**src/rtl/alu_share_pkg.sv**
```systemverilog
// Shared definitions for the two-requester add/sub/compare controller:
// function codes, compare selectors and FSM state encoding.
package alu_share_pkg;

  localparam logic [2:0] FN_ADD   = 3'b000;
  localparam logic [2:0] FN_SUB   = 3'b001;
  localparam logic [2:0] FN_CMPEQ = 3'b011;
  localparam logic [2:0] FN_CMPLT = 3'b101;
  localparam logic [2:0] FN_CMPLE = 3'b111;

  typedef enum logic [1:0] {
    CMP_NONE = 2'b00,
    CMP_EQ   = 2'b01,
    CMP_LT   = 2'b10,
    CMP_LE   = 2'b11
  } cmp_sel_t;

  typedef enum logic [1:0] {
    ST_IDLE = 2'd0,
    ST_EXEC = 2'd1,
    ST_RESP = 2'd2
  } state_t;

  // Any non-arithmetic selector forces a subtraction.
  function automatic logic is_compare(input logic [2:0] fn);
    return fn[2:1] != 2'b00;
  endfunction

endpackage

```
**src/rtl/alu_core.sv**
```systemverilog
// Combinational shared datapath: carry-lookahead add/sub, Z/V/N flags and
// compare-bit selection. Carry-out of the top bit is intentionally dropped.
module alu_core
  import alu_share_pkg::*;
#(
  parameter int WIDTH = 8
) (
  input  logic [WIDTH-1:0] a,
  input  logic [WIDTH-1:0] b,
  input  logic [2:0]       fn,
  output logic [WIDTH-1:0] data,
  output logic             z,
  output logic             v,
  output logic             n
);

  logic             sub;
  logic [WIDTH-1:0] b_eff;
  logic [WIDTH-1:0] gen;
  logic [WIDTH-1:0] prop;
  logic [WIDTH-1:0] carry;
  logic [WIDTH-1:0] sum;
  logic             cmp_bit;
  cmp_sel_t         cmp_sel;

  // Flat lookahead: carry out of bit `top` from generate/propagate terms.
  function automatic logic cla_carry(input logic [WIDTH-1:0] g,
                                     input logic [WIDTH-1:0] p,
                                     input logic             cin,
                                     input int               top);
    logic c;
    logic prod;
    c    = 1'b0;
    prod = 1'b1;
    for (int j = WIDTH - 1; j >= 0; j--) begin
      if (j <= top) begin
        c    = c | (prod & g[j]);
        prod = prod & p[j];
      end
    end
    return c | (prod & cin);
  endfunction

  assign sub      = fn[0] | is_compare(fn);
  assign b_eff    = sub ? ~b : b;
  assign gen      = a & b_eff;
  assign prop     = a ^ b_eff;
  assign carry[0] = sub;

  generate
    for (genvar gi = 1; gi < WIDTH; gi++) begin : g_carry
      assign carry[gi] = cla_carry(gen, prop, sub, gi - 1);
    end
    for (genvar gi = 0; gi < WIDTH; gi++) begin : g_sum
      assign sum[gi] = prop[gi] ^ carry[gi];
    end
  endgenerate

  assign z = (sum == '0);
  assign n = sum[WIDTH-1];
  assign v = (a[WIDTH-1] == b_eff[WIDTH-1]) && (sum[WIDTH-1] != a[WIDTH-1]);

  always_comb begin
    cmp_sel = cmp_sel_t'(fn[2:1]);
    cmp_bit = 1'b0;
    case (cmp_sel)
      CMP_EQ:  cmp_bit = z;
      CMP_LT:  cmp_bit = n ^ v;
      CMP_LE:  cmp_bit = z | (n ^ v);
      default: cmp_bit = 1'b0;
    endcase
    data = is_compare(fn) ? {{(WIDTH-1){1'b0}}, cmp_bit} : sum;
  end

endmodule

```
**src/rtl/alu_share_ctrl.sv**
```systemverilog
// Round-robin two-requester front end for the shared ALU: IDLE grants and
// captures, EXEC registers the datapath result, RESP holds it until taken.
module alu_share_ctrl
  import alu_share_pkg::*;
#(
  parameter int WIDTH = 8
) (
  input  logic             i_clk,
  input  logic             i_rst_n,
  input  logic             i_req0_valid,
  output logic             o_req0_ready,
  input  logic [WIDTH-1:0] i_req0_a,
  input  logic [WIDTH-1:0] i_req0_b,
  input  logic [2:0]       i_req0_fn,
  input  logic             i_req1_valid,
  output logic             o_req1_ready,
  input  logic [WIDTH-1:0] i_req1_a,
  input  logic [WIDTH-1:0] i_req1_b,
  input  logic [2:0]       i_req1_fn,
  output logic             o_rsp_valid,
  input  logic             i_rsp_ready,
  output logic             o_rsp_id,
  output logic [WIDTH-1:0] o_rsp_data,
  output logic             o_rsp_z,
  output logic             o_rsp_v,
  output logic             o_rsp_n,
  output logic             o_busy
);

  state_t           state_reg;
  logic             ptr_reg;
  logic             id_reg;
  logic [WIDTH-1:0] a_reg;
  logic [WIDTH-1:0] b_reg;
  logic [2:0]       fn_reg;
  logic             rsp_valid_reg;
  logic             rsp_id_reg;
  logic [WIDTH-1:0] rsp_data_reg;
  logic             rsp_z_reg;
  logic             rsp_v_reg;
  logic             rsp_n_reg;
  logic             busy_reg;

  logic             grant_valid;
  logic             grant_id;
  logic [WIDTH-1:0] core_data;
  logic             core_z;
  logic             core_v;
  logic             core_n;

  // Readies are gated by reset so every output reads 0 while it is held.
  always_comb begin
    grant_valid = 1'b0;
    grant_id    = ptr_reg;
    if (i_rst_n && state_reg == ST_IDLE) begin
      if (i_req0_valid && i_req1_valid) begin
        grant_valid = 1'b1;
        grant_id    = ptr_reg;
      end else if (i_req0_valid) begin
        grant_valid = 1'b1;
        grant_id    = 1'b0;
      end else if (i_req1_valid) begin
        grant_valid = 1'b1;
        grant_id    = 1'b1;
      end
    end
  end

  assign o_req0_ready = grant_valid & ~grant_id;
  assign o_req1_ready = grant_valid & grant_id;

  alu_core #(.WIDTH(WIDTH)) u_core (
    .a    (a_reg),
    .b    (b_reg),
    .fn   (fn_reg),
    .data (core_data),
    .z    (core_z),
    .v    (core_v),
    .n    (core_n)
  );

  always_ff @(posedge i_clk or negedge i_rst_n) begin
    if (!i_rst_n) begin
      state_reg     <= ST_IDLE;
      ptr_reg       <= 1'b0;
      id_reg        <= 1'b0;
      a_reg         <= '0;
      b_reg         <= '0;
      fn_reg        <= '0;
      rsp_valid_reg <= 1'b0;
      rsp_id_reg    <= 1'b0;
      rsp_data_reg  <= '0;
      rsp_z_reg     <= 1'b0;
      rsp_v_reg     <= 1'b0;
      rsp_n_reg     <= 1'b0;
      busy_reg      <= 1'b0;
    end else begin
      case (state_reg)
        ST_IDLE: begin
          if (grant_valid) begin
            a_reg     <= grant_id ? i_req1_a  : i_req0_a;
            b_reg     <= grant_id ? i_req1_b  : i_req0_b;
            fn_reg    <= grant_id ? i_req1_fn : i_req0_fn;
            id_reg    <= grant_id;
            ptr_reg   <= ~grant_id;
            busy_reg  <= 1'b1;
            state_reg <= ST_EXEC;
          end
        end
        ST_EXEC: begin
          rsp_data_reg  <= core_data;
          rsp_z_reg     <= core_z;
          rsp_v_reg     <= core_v;
          rsp_n_reg     <= core_n;
          rsp_id_reg    <= id_reg;
          rsp_valid_reg <= 1'b1;
          state_reg     <= ST_RESP;
        end
        ST_RESP: begin
          if (i_rsp_ready) begin
            rsp_valid_reg <= 1'b0;
            busy_reg      <= 1'b0;
            state_reg     <= ST_IDLE;
          end
        end
        default: begin
          rsp_valid_reg <= 1'b0;
          busy_reg      <= 1'b0;
          state_reg     <= ST_IDLE;
        end
      endcase
    end
  end

  assign o_rsp_valid = rsp_valid_reg;
  assign o_rsp_id    = rsp_id_reg;
  assign o_rsp_data  = rsp_data_reg;
  assign o_rsp_z     = rsp_z_reg;
  assign o_rsp_v     = rsp_v_reg;
  assign o_rsp_n     = rsp_n_reg;
  assign o_busy      = busy_reg;

endmodule

```
**config.mk**
```make
export PLATFORM = sky130hd
export DESIGN_NAME = alu_share_ctrl
export DESIGN_NICKNAME = d
export VERILOG_FILES = /design/src/rtl/alu_share_pkg.sv /design/src/rtl/alu_core.sv /design/src/rtl/alu_share_ctrl.sv
export SDC_FILE = /design/constraint.sdc
export NUM_CORES = 1
export LEC_CHECK = 0
export BUFFER_PORTS_ARGS = -buffer_cell sky130_fd_sc_hd__buf_2
export CAP_MARGIN = 30
export CORE_MARGIN = 2
export CORE_UTILIZATION = 48
export CTS_CLUSTER_DIAMETER = 60
export DETAILED_ROUTE_END_ITERATION = 8
export PLACE_DENSITY = 0.78
export SKIP_LAST_GASP = 1
export SLEW_MARGIN = 40
export SYNTH_ARGS = -nofsm -noshare
export SYNTH_HDL_FRONTEND = slang
export SYNTH_HIERARCHICAL = 1
export SYNTH_SLANG_ARGS = --single-unit
export TNS_END_PERCENT = 5
```
**constraint.sdc**
```tcl
create_clock -name i_clk -period 2.7 [get_ports i_clk]
set_clock_uncertainty 0.1 [all_clocks]
set_input_delay 0.135 -clock i_clk [delete_from_list [all_inputs] [get_ports i_clk]]
set_output_delay 0.135 -clock i_clk [all_outputs]
set_load 0.05 [all_outputs]
```
# == Word level (Yosys, flattened, before mapping) ==
# Index checks and enable logic that the tools add are counted.
# word_totals
inputBits,43
out_inout_bits,16
regBits,37
wordCells,149
# classes
eq_ne,9
reduce_logical,10
muxes,21
n_bitwise,96
# ops
operator,n
bitwise AND 1 bit,51
2-to-1 mux 8 bit,4
OR 1 bit,30
2-to-1 mux 1 bit,10
one-hot mux 1 bit (3 select lines),3
bitwise XOR 1 bit,9
zero test 8 bit,1
inverter 8 bit,1
bitwise XOR 8 bit,1
bitwise AND 7 bit,1
== test 2 bit (second input constant),3
one-hot mux 2 bit (3 select lines),1
AND reduction 2 bit,3
== test 2 x 1 -> 1 bit (second input constant),2
2-to-1 mux 2 bit,2
!= test 2 bit (second input constant),2
logical AND 1 bit,3
2-to-1 mux 3 bit,1
inverter 1 bit,3
AND reduction 3 bit,1
zero test 2 bit,1
nonzero test 2 bit,1
== test 1 bit,1
!= test 1 bit,1

# == Logic depth before layout (Yosys ltp) ==
# Gate-level depths: netlist of run 1.
# depth
word_depth,19
ltp_mapped,11
ltp_nobuf,9

# == By module ==
# The synthesis of run 1 kept the hierarchy.
# by_module_without_submodules
module,area_per_inst_um2,instances,seq_area_each_um2,cells_each
alu_share_ctrl,1606.5,1,925.9,134
alu_core,738.2,1,0.0,98

# == Worst setup path after synthesis of run 1 ==
# No wires, ideal clock.
# synth_path
kind,register to register
start,register fn_reg[2]
end,register rsp_data_reg[0] (netlist: o_rsp_data[0])
path_slack_ns,-0.082
n_path_buf,2
path_stages_with_launch,12
t_arrival_ns,2.558
cell_sequence,dfrtp_1 > nor3_2 > buf_6 > xnor2_1 > ha_1 > buf_2 > a21oi_2 > a21oi_1 > o311a_1 > o22ai_1 > o31ai_2 > mux2_2
# synth_via
elab_chain_cells,19
word_cells_on_any_way,101
# synth_rtl
element,line,source
start: declaration,alu_share_ctrl.sv:35,logic [2:0] fn_reg;
start signal: assignment,alu_share_ctrl.sv:103,fn_reg <= grant_id ? i_req1_fn : i_req0_fn;
nonzero test 2 bit,alu_share_pkg.sv:26,return fn[2:1] != 2'b00;
OR 1 bit,alu_core.sv:44,assign sub = fn[0] | is_compare(fn);
2-to-1 mux 8 bit,alu_core.sv:45,assign b_eff = sub ? ~b : b;
bitwise XOR 8 bit / bitwise AND 7 bit (equally long branches),"alu_core.sv:47, alu_core.sv:46",
"bitwise AND 1 bit, on equally long branches","alu_core.sv:37, alu_core.sv:38",
OR 1 bit (tied with other cells) (5 in a row),alu_core.sv:37,c = c | (prod & g[j]);
OR 1 bit / bitwise AND 1 bit (equally long branches),"alu_core.sv:37, alu_core.sv:41",
OR 1 bit,alu_core.sv:41,return c | (prod & cin);
bitwise XOR 1 bit,alu_core.sv:55,assign sum[gi] = prop[gi] ^ carry[gi];
!= test 1 bit,alu_core.sv:61,assign v = (a[WIDTH-1] == b_eff[WIDTH-1]) && (sum[WIDTH-1] != a[WIDTH-1]);
logical AND 1 bit,alu_core.sv:61,
bitwise XOR 1 bit,"alu_core.sv:68, alu_core.sv:69",
OR 1 bit,alu_core.sv:69,CMP_LE: cmp_bit = z | (n ^ v);
one-hot mux 1 bit (3 select lines),alu_core.sv:66,case (cmp_sel)
2-to-1 mux 8 bit *,alu_core.sv:72,"data = is_compare(fn) ? {{(WIDTH-1){1'b0}}, cmp_bit} : sum;"
net core_data[0],alu_share_ctrl.sv:46,logic [WIDTH-1:0] core_data;
end signal: assignment,alu_share_ctrl.sv:111,rsp_data_reg <= core_data;
end: declaration,alu_share_ctrl.sv:38,logic [WIDTH-1:0] rsp_data_reg;
# Mark *: on every way through the listed nets, which the timed path passes. The rest lies on a longest branch.
# A chain may end at the register's enable or synchronous reset.

# == Worst setup path in the final report of run 1 ==
# layout_path
start,register fn_reg[0]
end,register rsp_data_reg[7] (netlist: o_rsp_data[7])
# layout_via
elab_chain_cells,13
word_cells_on_any_way,26
# layout_rtl
element,line,source
OR 1 bit *,alu_core.sv:44,
2-to-1 mux 8 bit,alu_core.sv:45,
bitwise XOR 8 bit / bitwise AND 7 bit (equally long branches),"alu_core.sv:47, alu_core.sv:46",
"bitwise AND 1 bit, on equally long branches","alu_core.sv:37, alu_core.sv:38",
OR 1 bit (tied with other cells) (5 in a row),alu_core.sv:37,
OR 1 bit / bitwise AND 1 bit (equally long branches),"alu_core.sv:37, alu_core.sv:41",
OR 1 bit,alu_core.sv:41,
bitwise XOR 1 bit *,alu_core.sv:55,
net core_n,alu_share_ctrl.sv:49,logic core_n;
2-to-1 mux 8 bit *,alu_core.sv:72,
net core_data[7],alu_share_ctrl.sv:46,
# Marks and branches as above.

==> impl_results.md, run 1 <==
* Worst R2R End: o_rsp_data[7]
* Setup TNS at 0 ns
* Startpoint types: flip-flop
* Top cells by area, synth: dfrtp_1, a221o_1, mux2_2
* Period utilization at 98.02%
* PortBufs at 58
* Global route overflow at 0
* First-pass GRT wire length at 9660 µm
* Synth Register Bits at 37
* Synth cell types at 53
* Antenna Cells at 0
* Setup crit end kind: flip-flop
* Placeable Area at 0.004723 mm²
* Hold Fails Final Rpt at 0
* # setup viols final at 0
* Layout cells sized above 1 at 41.88%
* Total CTS buffers at 5
* Commonest non-fill, non-tap cell in the layout: buf_2
* Cell count after synthesis at 232
* Final WL at 5983 µm
* Max-Cap Viols at 0
* Status: finished, final reports clean
* Final hold slack at 0.008383 ns
* Residual DRC at 0
* Relative slew slack at 56.95%
* Setup CP Type: flip-flop to flip-flop
* YS warnings at 6
* GP Congestion at 0.8293
* Design Area, Final at 0.003231 mm²
* Vias in the first global route at 2142
* Top-area cell type share of the netlist area at 39.49%
* Final core occ at 68.40%
* Worst-Skew Late Latency at 0.29 ns
* Worst Hold Class: input port to flip-flop
* Hold Path Stages at 2
* Most used cells in the layout excluding fill and tap cells: buf_2, dfrtp_1, nand2_1
* Post-Place Cell Area at 0.002760 mm²
* Sequential area share after synthesis at 39.49%
* H-Tree Depth at 2
* Global Route Usage Sum at 23.10%
* Top_reg_cell synth: dfrtp_1
* Die ar. at 0.005460 mm²
* Critical Path RT at 2.78 ns
* Layout area overhead at 37.78%
* Top cell type by total area after synthesis: dfrtp_1
* DR vias at 2193
* FFs w/ async S/R, synth at 100.0%
* CTS tree: done
* Die width at 73.89 µm
* Max Clk Rate at 0.3779 GHz
* Worst Tran Pin Value at 0.6444 ns
* # IOs at 59
* Starting Density at 49.64%
* HP Start: i_req0_fn[1]
* Number of routed nets with antenna violations at 0
* Post-synth EDFFs at 0
* FF-to-FF path depth at 10
* Mapped Nets at 282
* Fill count at 315
* Clock-pin slew on the worst setup and hold paths at 0.07 ns
* Drt pass-1 iters at 5
* WP data arrival at 2.73 ns
* R2R setup slack at 0.05 ns
* Die Ht at 73.89 µm
* CTS max path bufs at 2
* DR WL/cell at 15.46 µm
* Slew Limit Fails at 0
* First DRT Iteration DRCs at 150
* DPL Wire Length at 3988 µm
* Syn Area/Cell at 10.11 µm²
* Worst r2r src: fn_reg[0]
* Via-per-instance ratio at 5.667
* Crit-path max FO at 7
* Cell Rows at 25
* Root Buffer: clkbuf_8
* Antenna violations before repair at 0
* CTS Sinks at 37
* Final min period at 2.646 ns
* Pin count of the biggest net entering global routing at 38
* Post-synth design cell area at 0.002345 mm²
* Hold Path End: fn_reg[1]
* Final #Nets at 369
## worst max-delay path, stage by stage, from the launching register on
cell and delay (ns):
dfrtp_1 0.41, nor3_4 0.27, buf_6 0.19, xnor2_2 0.11, ha_2 0.33, a21oi_2 0.19
o221ai_2 0.12, or2_4 0.28, xnor2_4 0.14, nor2b_1 0.14, mux2_2 0.25
## kinds of logic after synthesis
| kind of cell | count (synthesis) | share of synthesized area, % |
|---|---|---|
| and+or+nand+nor | 79 | 16.49 |
| AOI/OAI and AO/OA | 57 | 21.61 |
| buffers and inverters | 26 | 5.710 |
| adders and majority gates | 7 | 3.735 |
| xor gates and xnor gates | 13 | 6.777 |
| DFF | 37 | 39.49 |
| muxes | 13 | 6.190 |
## cells in the mapped netlist, drive strengths merged (2+ instances only)
cell type	n
nand3	4
nor3	23
buf	12
dfrtp	37
mux2	12
ha	7
nand2	27
nand4	2
xnor2	11
o21ai	7
inv	9
o22ai	3
a21o	3
nor4	2
nor2b	3
nor2	10
o221ai	2
a211oi	3
o21a	2
xor2	2
or2	3
o211ai	2
a221o	19
clkbuf	5
and2	2
a21oi	5
## worst max path at each step
stage,from,to,depth (start not counted)
final,fn_reg[0],o_rsp_data[7],10
after global routing,fn_reg[0],o_rsp_data[0],10
after CTS,fn_reg[2],o_rsp_data[0],10
after detailed placement,fn_reg[2],o_rsp_data[0],10
after global placement,fn_reg[2],o_rsp_data[0],10
after floorplan,fn_reg[2],o_rsp_data[0],11
## through the flow
step	setup slack (ns)	instances
CTS	0.01118	384
detailed placement	-0.01385	357
global placement	0.06036	357
global route	-0.04274	387
floorplan	0.001358	232
finish	0.05359	387
## repair_timing
item	in CTS	in global routing
resized for setup	1	30
gates cloned	0	0
setup endpoints to repair	2	4
hold buffers	19	0
buffers inserted	0	3
hold endpoints to repair	55	0
pin swaps	0	20
## area by class of cell
class | count | area, µm² | area share, %
inverters | 9 | 33.78 | 1.046
multi-input cells | 169 | 1444 | 44.69
repair buffers | 97 | 641.9 | 19.87
clock buffers | 7 | 96.34 | 2.982
flip-flops and latches | 37 | 925.9 | 28.66
well taps | 67 | 83.83 | 2.595
clock inverters | 1 | 5.005 | 0.1549
## layer usage
| layer | up-vias | track usage (%) | wire length, µm |
|---|---|---|---|
| li1 | 1029 | - | - |
| met1 | 1050 | 28.50 | 2472 |
| met2 | 85 | 40.28 | 3052 |
| met3 | 29 | 3.704 | 248 |
| met4 | 0 | 8.889 | 210 |
| met5 | - | 0 | 0 |
Power of run 1 is left out: the tool's default activity adds up to more than one toggle a clock period on the data nets, which glitch-free logic cannot reach.
==> run 2, diff against run 1 <==
Settings changed: CELL_PAD_IN_SITES_DETAIL_PLACEMENT set to 0, CELL_PAD_IN_SITES_GLOBAL_PLACEMENT set to 1, CORE_UTILIZATION 48 to 37, PLACE_DENSITY 0.78 to 0.79.
==> impl_results.md, run 2 (synthesis gave the netlist of run 1 again) <==
* Top sig layer: met4
* # setup viols final at 0 (unchanged)
* Clock-pin slew on the worst setup and hold paths at 0.08 ns (about the same)
* Startpoint types: flip-flop
* Status: finished, final reports clean
* CTS max path bufs at 2 (unchanged)
* Die ar. at 0.006990 mm² (+28%)
* Final core occ at 51.02% (-17 points)
* DPL Wire Length at 4167 µm (+4.5%)
* Drt pass-1 iters at 4 (-1)
* Antenna violations before repair at 0 (unchanged)
* Wire length on met3 at 158 µm (-36%)
* DR vias at 2024 (-7.7%)
* H-Tree Depth at 2 (unchanged)
* WP data arrival at 2.75 ns (+0.02 ns)
* Residual DRC at 0 (unchanged)
* Global Route Usage Sum at 16.55% (-6.5 points)
* Pre-CTS setup slack at -0.08337 ns (-0.06952 ns)
* # IOs at 59 (unchanged)
* Antenna Cells at 0 (unchanged)
* Critical Path RT at 2.77 ns (about the same)
* First-pass GRT wire length at 9508 µm (-1.6%)
* Max Clk Rate at 0.3737 GHz (-1.1%)
* CTS tree: done
* Final WL at 5519 µm (-7.8%)
* Worst Hold Class: input port to flip-flop
* Die width at 83.61 µm (+13%)
* DR WL/cell at 13.83 µm (-11%)
* Layout area overhead at 35.81%
* Slew Limit Fails at 0 (unchanged)
* Fill count at 592 (+88%)
* Setup CP Type: flip-flop to flip-flop
* Pin count of the biggest net entering global routing at 38 (unchanged)
* CTS Sinks at 37 (unchanged)
* Global route overflow at 0 (unchanged)
* Via-per-instance ratio at 5.073 (-10%)
* GP Congestion at 0.8245 (-0.58%)
* Relative slew slack at 58.80% (+1.9 points)
* PortBufs at 58 (unchanged)
* Commonest non-fill, non-tap cell in the layout: buf_2
* Hold Fails Final Rpt at 0 (unchanged)
* Max-Cap Viols at 0 (unchanged)
* Layout cells sized above 1 at 38.20% (-3.7 points)
* Final Worst Setup Slack at 0.02436 ns (-0.02924 ns)
* Worst-Skew Late Latency at 0.29 ns (about the same)
* Total CTS buffers at 5 (unchanged)
* Vias in the first global route at 2065 (-3.6%)
* Met2 WL at 2783 µm (-8.8%)
* Placeable Area at 0.006241 mm² (+32%)
* Period utilization at 99.10% (+1.1 points)
* Number of routed nets with antenna violations at 0 (unchanged)
* Cell Rows at 29 (+16%)
* Worst Tran Pin Value at 0.6167 ns (-0.02773 ns)
* Die Ht at 83.61 µm (+13%)
* Root Buffer: clkbuf_8
* Setup crit end kind: flip-flop
* First DRT Iteration DRCs at 74 (-51%)
* Crit-path max FO at 8 (+1)
* Setup TNS at 0 ns (unchanged)
* Met1 WL at 2497 µm (+1.0%)
* Starting Density at 37.57% (-12 points)
* Final min period at 2.676 ns (+0.02924 ns)
* RSZ-0062 raised after global routing: yes
* Final #Nets at 371 (+0.54%)
* Most used cells in the layout excluding fill and tap cells: buf_2, dfrtp_1, nand2_1
run 2: changes by cell type in the layout (fill, tap and decap cells not counted), sizes merged:
cell    delta
buf        +2
bufinv     +1
clkbuf     -1
run 2: final timing paths:
| path | depth (start not counted) | start | slack [ns] | endpoint |
|---|---|---|---|---|
| worst min-delay path | 2 | i_req0_fn[1] | 0.01 | fn_reg[1] |
| max in group asynchronous | 3 | i_rst_n | 1.80 | o_rsp_z |
| worst min register to register | 2 | o_busy | 0.38 | o_busy |
| worst max-delay path | 10 | fn_reg[0] | 0.02 | o_rsp_data[7] |
| worst max register to register | 10 | fn_reg[0] | 0.02 | o_rsp_data[7] |
| min in group asynchronous | 3 | i_rst_n | 0.35 | b_reg[1] |
run 2: final cells by class:
type,instances,area [µm²],share of cell area (%)
sequential,37,925.9,29.08
clock inverter,2,38.79,1.218
tap,77,96.34,3.026
multi-input combinational,169,1368,42.95
timing repair buffer,99,649.4,20.39
inverter,9,33.78,1.061
clock buffer,6,72.57,2.279
run 2: what timing repair did:
item                                    4_1_cts  5_1_grt
hold buffers                                 19        0
cloned                                        0        0
setup buffers                                 2        3
pin swaps                                     1        9
endpoints found under the setup margin        3        5
gates resized for setup                       3       11
endpoints found under the hold margin        55        0
run 2: critical path: stages (launching register included):
cell,delay (ns)
dfrtp_1,0.42
nor3_4,0.25
buf_6,0.18
xnor2_1,0.07
ha_1,0.39
a21oi_2,0.17
o221ai_2,0.13
or2_4,0.30
xnor2_4,0.16
nor2b_1,0.13
mux2_2,0.26
run 2: per-stage QoR:
step	cells	hold slack [ns]	area, µm²
3_5_place_dp	367	0.1655	2773
3_3_place_gp	367	0.1534	2773
2_1_floorplan	232	-0.2606	2359
6_report	399	0.01369	3184
4_1_cts	396	0.01840	3110
5_1_grt	399	0.02847	3184
run 2: routing by layer:
| layer | track usage [%] | vias up |
|---|---|---|
| li1 | - | 1046 |
| met1 | 20.24 | 934 |
| met2 | 29.60 | 35 |
| met3 | 3.264 | 9 |
| met4 | 4.545 | 0 |
| met5 | 0 | - |
Power of run 2 is left out for the same reason.
